$ cat config.mk
export PLATFORM = sky130hd
export DESIGN_NAME = sd_response_receiver
export DESIGN_NICKNAME = d
export VERILOG_FILES = /design/src/rtl/sd_response_receiver.sv
export SDC_FILE = /design/constraint.sdc
export NUM_CORES = 1
export LEC_CHECK = 0
export BUFFER_PORTS_ARGS = -buffer_cell sky130_fd_sc_hd__clkbuf_2
export CORE_MARGIN = 2
export CORE_UTILIZATION = 35
export CTS_BUF_LIST = sky130_fd_sc_hd__clkbuf_4 sky130_fd_sc_hd__clkbuf_8
export DETAILED_ROUTE_END_ITERATION = 8
export PLACE_DENSITY = 0.52
export SLEW_MARGIN = 40
export SYNTH_ARGS = -nofsm -noshare
export SYNTH_HDL_FRONTEND = slang
export SYNTH_SLANG_ARGS = --single-unit
$ cat constraint.sdc
create_clock -name iSD_clock -period 2.2 [get_ports iSD_clock]
set_clock_uncertainty 0.15 [all_clocks]
set_input_delay 0.44 -clock iSD_clock [delete_from_list [all_inputs] [get_ports iSD_clock]]
set_output_delay 0.44 -clock iSD_clock [all_outputs]
set_load 0.03 [all_outputs]
$ cat src/rtl/sd_response_receiver.sv
// SD command-response receiver: waits for the start bit, shifts in a 48-bit
// R1-style frame MSB first, checks CRC7 and framing, reports the result or an NCR timeout.
module sd_response_receiver #(
  parameter int TIMEOUT    = 64,
  parameter int FRAME_BITS = 48
) (
  input  logic        iSD_clock,
  input  logic        iReset,
  input  logic        iEnable,
  input  logic        iStart,
  input  logic        iSerial,
  output logic [5:0]  oIndex,
  output logic [31:0] oArgument,
  output logic        oValid,
  output logic        oCrc_error,
  output logic        oFrame_error,
  output logic        oTimeout,
  output logic        oBusy
);

  localparam int CW = $clog2(FRAME_BITS);
  localparam int WW = $clog2(TIMEOUT + 1);

  typedef enum logic [1:0] {
    IDLE       = 2'd0,
    WAIT_START = 2'd1,
    RECEIVE    = 2'd2,
    DONE       = 2'd3
  } state_t;

  state_t                  state;
  logic [WW-1:0]           wait_cnt;
  logic [CW-1:0]           bit_cnt;
  logic [FRAME_BITS-2:0]   shift;
  logic [6:0]              crc;

  // Serial CRC7, generator x^7 + x^3 + 1.
  function automatic logic [6:0] crc7_step(input logic [6:0] c, input logic b);
    logic fb;
    fb = b ^ c[6];
    return {c[5:0], 1'b0} ^ (fb ? 7'h09 : 7'h00);
  endfunction

  assign oBusy = (state != IDLE);

  always_ff @(posedge iSD_clock) begin
    if (!iReset) begin
      state        <= IDLE;
      wait_cnt     <= '0;
      bit_cnt      <= '0;
      shift        <= '0;
      crc          <= '0;
      oIndex       <= '0;
      oArgument    <= '0;
      oValid       <= 1'b0;
      oCrc_error   <= 1'b0;
      oFrame_error <= 1'b0;
      oTimeout     <= 1'b0;
    end else if (iEnable) begin
      case (state)
        IDLE: begin
          if (iStart) begin
            state    <= WAIT_START;
            wait_cnt <= '0;
            shift    <= '0;
            crc      <= '0;
          end
        end

        WAIT_START: begin
          if (!iSerial) begin
            shift   <= {shift[FRAME_BITS-3:0], iSerial};
            crc     <= crc7_step(crc, iSerial);
            bit_cnt <= CW'(FRAME_BITS - 2);
            state   <= RECEIVE;
          end else if (wait_cnt == WW'(TIMEOUT - 1)) begin
            // DONE doubles as the one-cycle pulse state so iStart here is ignored.
            oTimeout <= 1'b1;
            state    <= DONE;
          end else begin
            wait_cnt <= wait_cnt + 1'b1;
          end
        end

        RECEIVE: begin
          if (bit_cnt == '0) begin
            // shift holds frame bits 47:1; iSerial is the end bit.
            oIndex       <= shift[44:39];
            oArgument    <= shift[38:7];
            oCrc_error   <= (crc != shift[6:0]);
            oFrame_error <= shift[45] | ~iSerial;
            oValid       <= 1'b1;
            state        <= DONE;
          end else begin
            shift   <= {shift[FRAME_BITS-3:0], iSerial};
            if (bit_cnt >= CW'(8)) begin
              crc <= crc7_step(crc, iSerial);
            end
            bit_cnt <= bit_cnt - 1'b1;
          end
        end

        DONE: begin
          oValid   <= 1'b0;
          oTimeout <= 1'b0;
          state    <= IDLE;
        end

        default: state <= IDLE;
      endcase
    end
  end

endmodule

==> flow_summary.json <==
{
  "ys_ff_latch": 110,
  "antenna_cells": 0,
  "rsz0062_at_grt": "true",
  "instances_no_fill": 778,
  "grt_pass1_vias": 3923,
  "setup-violations-final": 0,
  "cp-end-kind": "flop",
  "gp_congestion": 0.793,
  "status": "finished clean",
  "startpoint_type": "flop",
  "avgRoutedWirePerCell_microns": 14.4,
  "hold_depth": 2,
  "reg2reg_from": "state[1]$_SDFFE_PN0P_",
  "power_density_nw_per_um2": 732,
  "syn_area_sq_um": 4670,
  "ys_types": 51,
  "tightest_slew_ps": 441,
  "synth_ff_type": "dfxtp_1",
  "start_util_pct": 35.5,
  "io_pins": 48,
  "timing.rr.end": "shift[21]$_SDFFE_PN0P_",
  "worstPathBufferInverterCount": 2,
  "period_share_pct": 93.4,
  "r2r_slack_ps": 140,
  "grt_start_max_net_pins": 53,
  "clk_latency_ps": 380,
  "path_class": "reg -> reg",
  "dp_cells": 762,
  "clock-sinks": 110,
  "cp_cell_sequence": "inv_1 -> ha_1 -> a21oi_2 -> and3_1 -> buf_12 -> nand4_1 -> a21oi_1",
  "ys_warn_count": 0,
  "die_h_microns": 119,
  "post-cts-setup-buffers": 0,
  "viasPerCell": 5.32,
  "cap_violations": 0,
  "setup_tns_ps": 0,
  "grt-ovfl-total": 0,
  "post-dp-hpwl_mm": 7.14,
  "slowest_stage": "dfxtp_2",
  "max_slew_margin_pct": 70.6,
  "grt_first_pass_wirelength_mm": 18.8,
  "cts_made_buffers": 9,
  "die_x_microns": 119,
  "cp-startpoint": "state[1]$_SDFFE_PN0P_",
  "fin_nets": 611,
  "synth_area_leaders": "dfxtp_1 47%, a21oi_1 11%, nand4_1 7.9%",
  "clkTransAtPathRegs_ps": 100,
  "yosysTopAreaCell": "dfxtp_1",
  "rows": 42,
  "setup_slack_ps": 145,
  "synth_cells": 572,
  "layout_commonest_cell": "dfxtp_1",
  "drc": 0,
  "period_minus_slack_ps": 2060,
  "synth_nets": 586,
  "cpPeakStageDelay_ps": 390,
  "fmax_mhz": 487,
  "num_vias": 4140,
  "worst_r2r_path_depth": 7,
  "cts_tree": "done",
  "cp_data_required_time_ps": 2370,
  "slew_violations": 0,
  "crit_fanout": 52,
  "hold_end": "wait_cnt[6]$_SDFFE_PN0P_",
  "yosysSeqAreaShare_pct": 47.2,
  "avgSynthCellArea_sq_um": 8.16,
  "ant_nets": 0,
  "track_usage_pct": 16.0,
  "crit_family": "compound AO/OA/AOI/OAI gates",
  "synth_edf_count": 0,
  "fin_util_pct": 41.1,
  "final_hold_viol_count": 0,
  "leakage_nw": 1.83,
  "peakVddDrop_uv": 265,
  "portBuffers": 47,
  "worstHoldPathType": "reg -> reg",
  "root_buffer": "clkbuf_8",
  "finalWirelength_mm": 11.2,
  "antenna_found_initial": 0,
  "min-delay-start": "wait_cnt[6]$_SDFFE_PN0P_",
  "drive_gt1_share_pct": 16.1,
  "drt_pass1_iterations": 4,
  "crit_arrival_ps": 2220,
  "clockBufferDepth": 2,
  "async_flop_share_pct": 0,
  "yosysTopAreaCellShare_pct": 47.2,
  "place_ws_ps": 50.3,
  "htreeDepth": 3,
  "syn_to_final_growth_pct": 15.5,
  "drtIter0Drc": 254,
  "core_area_sq_um": 13100,
  "die_area_sq_um": 14300,
  "cp_num_cells": 7,
  "layout_common_cells": "109 x dfxtp_1, 100 x a21oi_1, 98 x nand2_1"
}
[final cells by class]
class                      count  area [sq um]
fill                        1381          7740
multi-input combinational    399          2220
sequential                   110          2200
timing repair buffer          67           473
tap                          176           220
clock buffer                  12           159
clock inverter                 4          77.6
inverter                      10          37.5
[power by group]
group,total (mW),switching (mW),internal [mW],leakage (nW)
sequential,2.04,0.0243,2.01,0.887
clock,1.41,0.691,0.723,0.121
combinational,0.499,0.346,0.153,0.821
total,3.95,1.06,2.89,1.83
[synthesized netlist by cell type (3+ instances only)]
library cell,number
a21oi_1,101
ha_1,9
inv_1,9
nand3_1,8
clkbuf_2,3
buf_1,3
or4_1,4
nor2b_1,3
o21ai_1,6
nor3_1,3
clkbuf_1,32
nand4_1,59
xnor2_1,7
a31oi_1,3
buf_2,14
o21ai_0,49
nand2_1,98
dfxtp_1,110
o211ai_1,5
[worst min-delay path: cells and delay by family, from the launching register on]
kind            cells  cell delay (ps)
flops               1              320
simple gates        1               50
compound gates      1               30
[metal layers]
layer	GRT usage [%]	part of all wire, %	vias up
met5	0	0	-
met4	6.47	1.5	0
met3	2.85	3.2	15
met2	25.5	46	63
met1	21.3	49	1958
li1	-	-	2104
[sequential cells by signal (all words and copies together), names as in the netlist]
register	flops
oArgument	32
shift	46
state	2
oTimeout	1
oValid	1
crc	7
wait_cnt	7
oCrc_error	1
oIndex	6
bit_cnt	6
oFrame_error	1
[worst max path at each step]
stage	slack [ps]	end
after global routing	6	bit_cnt[5]$_SDFFE_PN0P_
after global placement	80	bit_cnt[4]$_SDFFE_PN0P_
after detailed placement	50	bit_cnt[4]$_SDFFE_PN0P_
after CTS	10	crc[0]$_SDFFE_PN0P_
final	140	shift[21]$_SDFFE_PN0P_
after floorplan	190	shift[32]$_SDFFE_PN0P_
[kinds of logic (layout without fill, tap and decap cells)]
logic type	after synthesis	count (layout)	synth area share, %
and+or+nand+nor	200	200	22.0
AOI/OAI and AO/OA	179	179	20.6
DFF	110	110	47.2
buffers and inverters	63	93	5.68
adders and majority gates	9	9	2.41
xor gates and xnor gates	9	9	1.69
muxes	2	2	0.429
[per-stage QoR]
step / area (sq um) / hold WS (ps) / power (mW)
6_report: 5390 / 284 / 3.95
3_3_place_gp: 5130 / 269 / 2.56
2_1_floorplan: 4670 / 257 / 2.42
5_1_grt: 5390 / 323 / 4.13
3_5_place_dp: 5130 / 273 / 2.57
4_1_cts: 5370 / 288 / 3.99
[what timing repair did]
item | CTS | global route
endpoints found under the setup margin | 0 | 58
hold buffers | 0 | 0
gates resized for setup | 0 | 6
(Power assumes the default switching activity.)
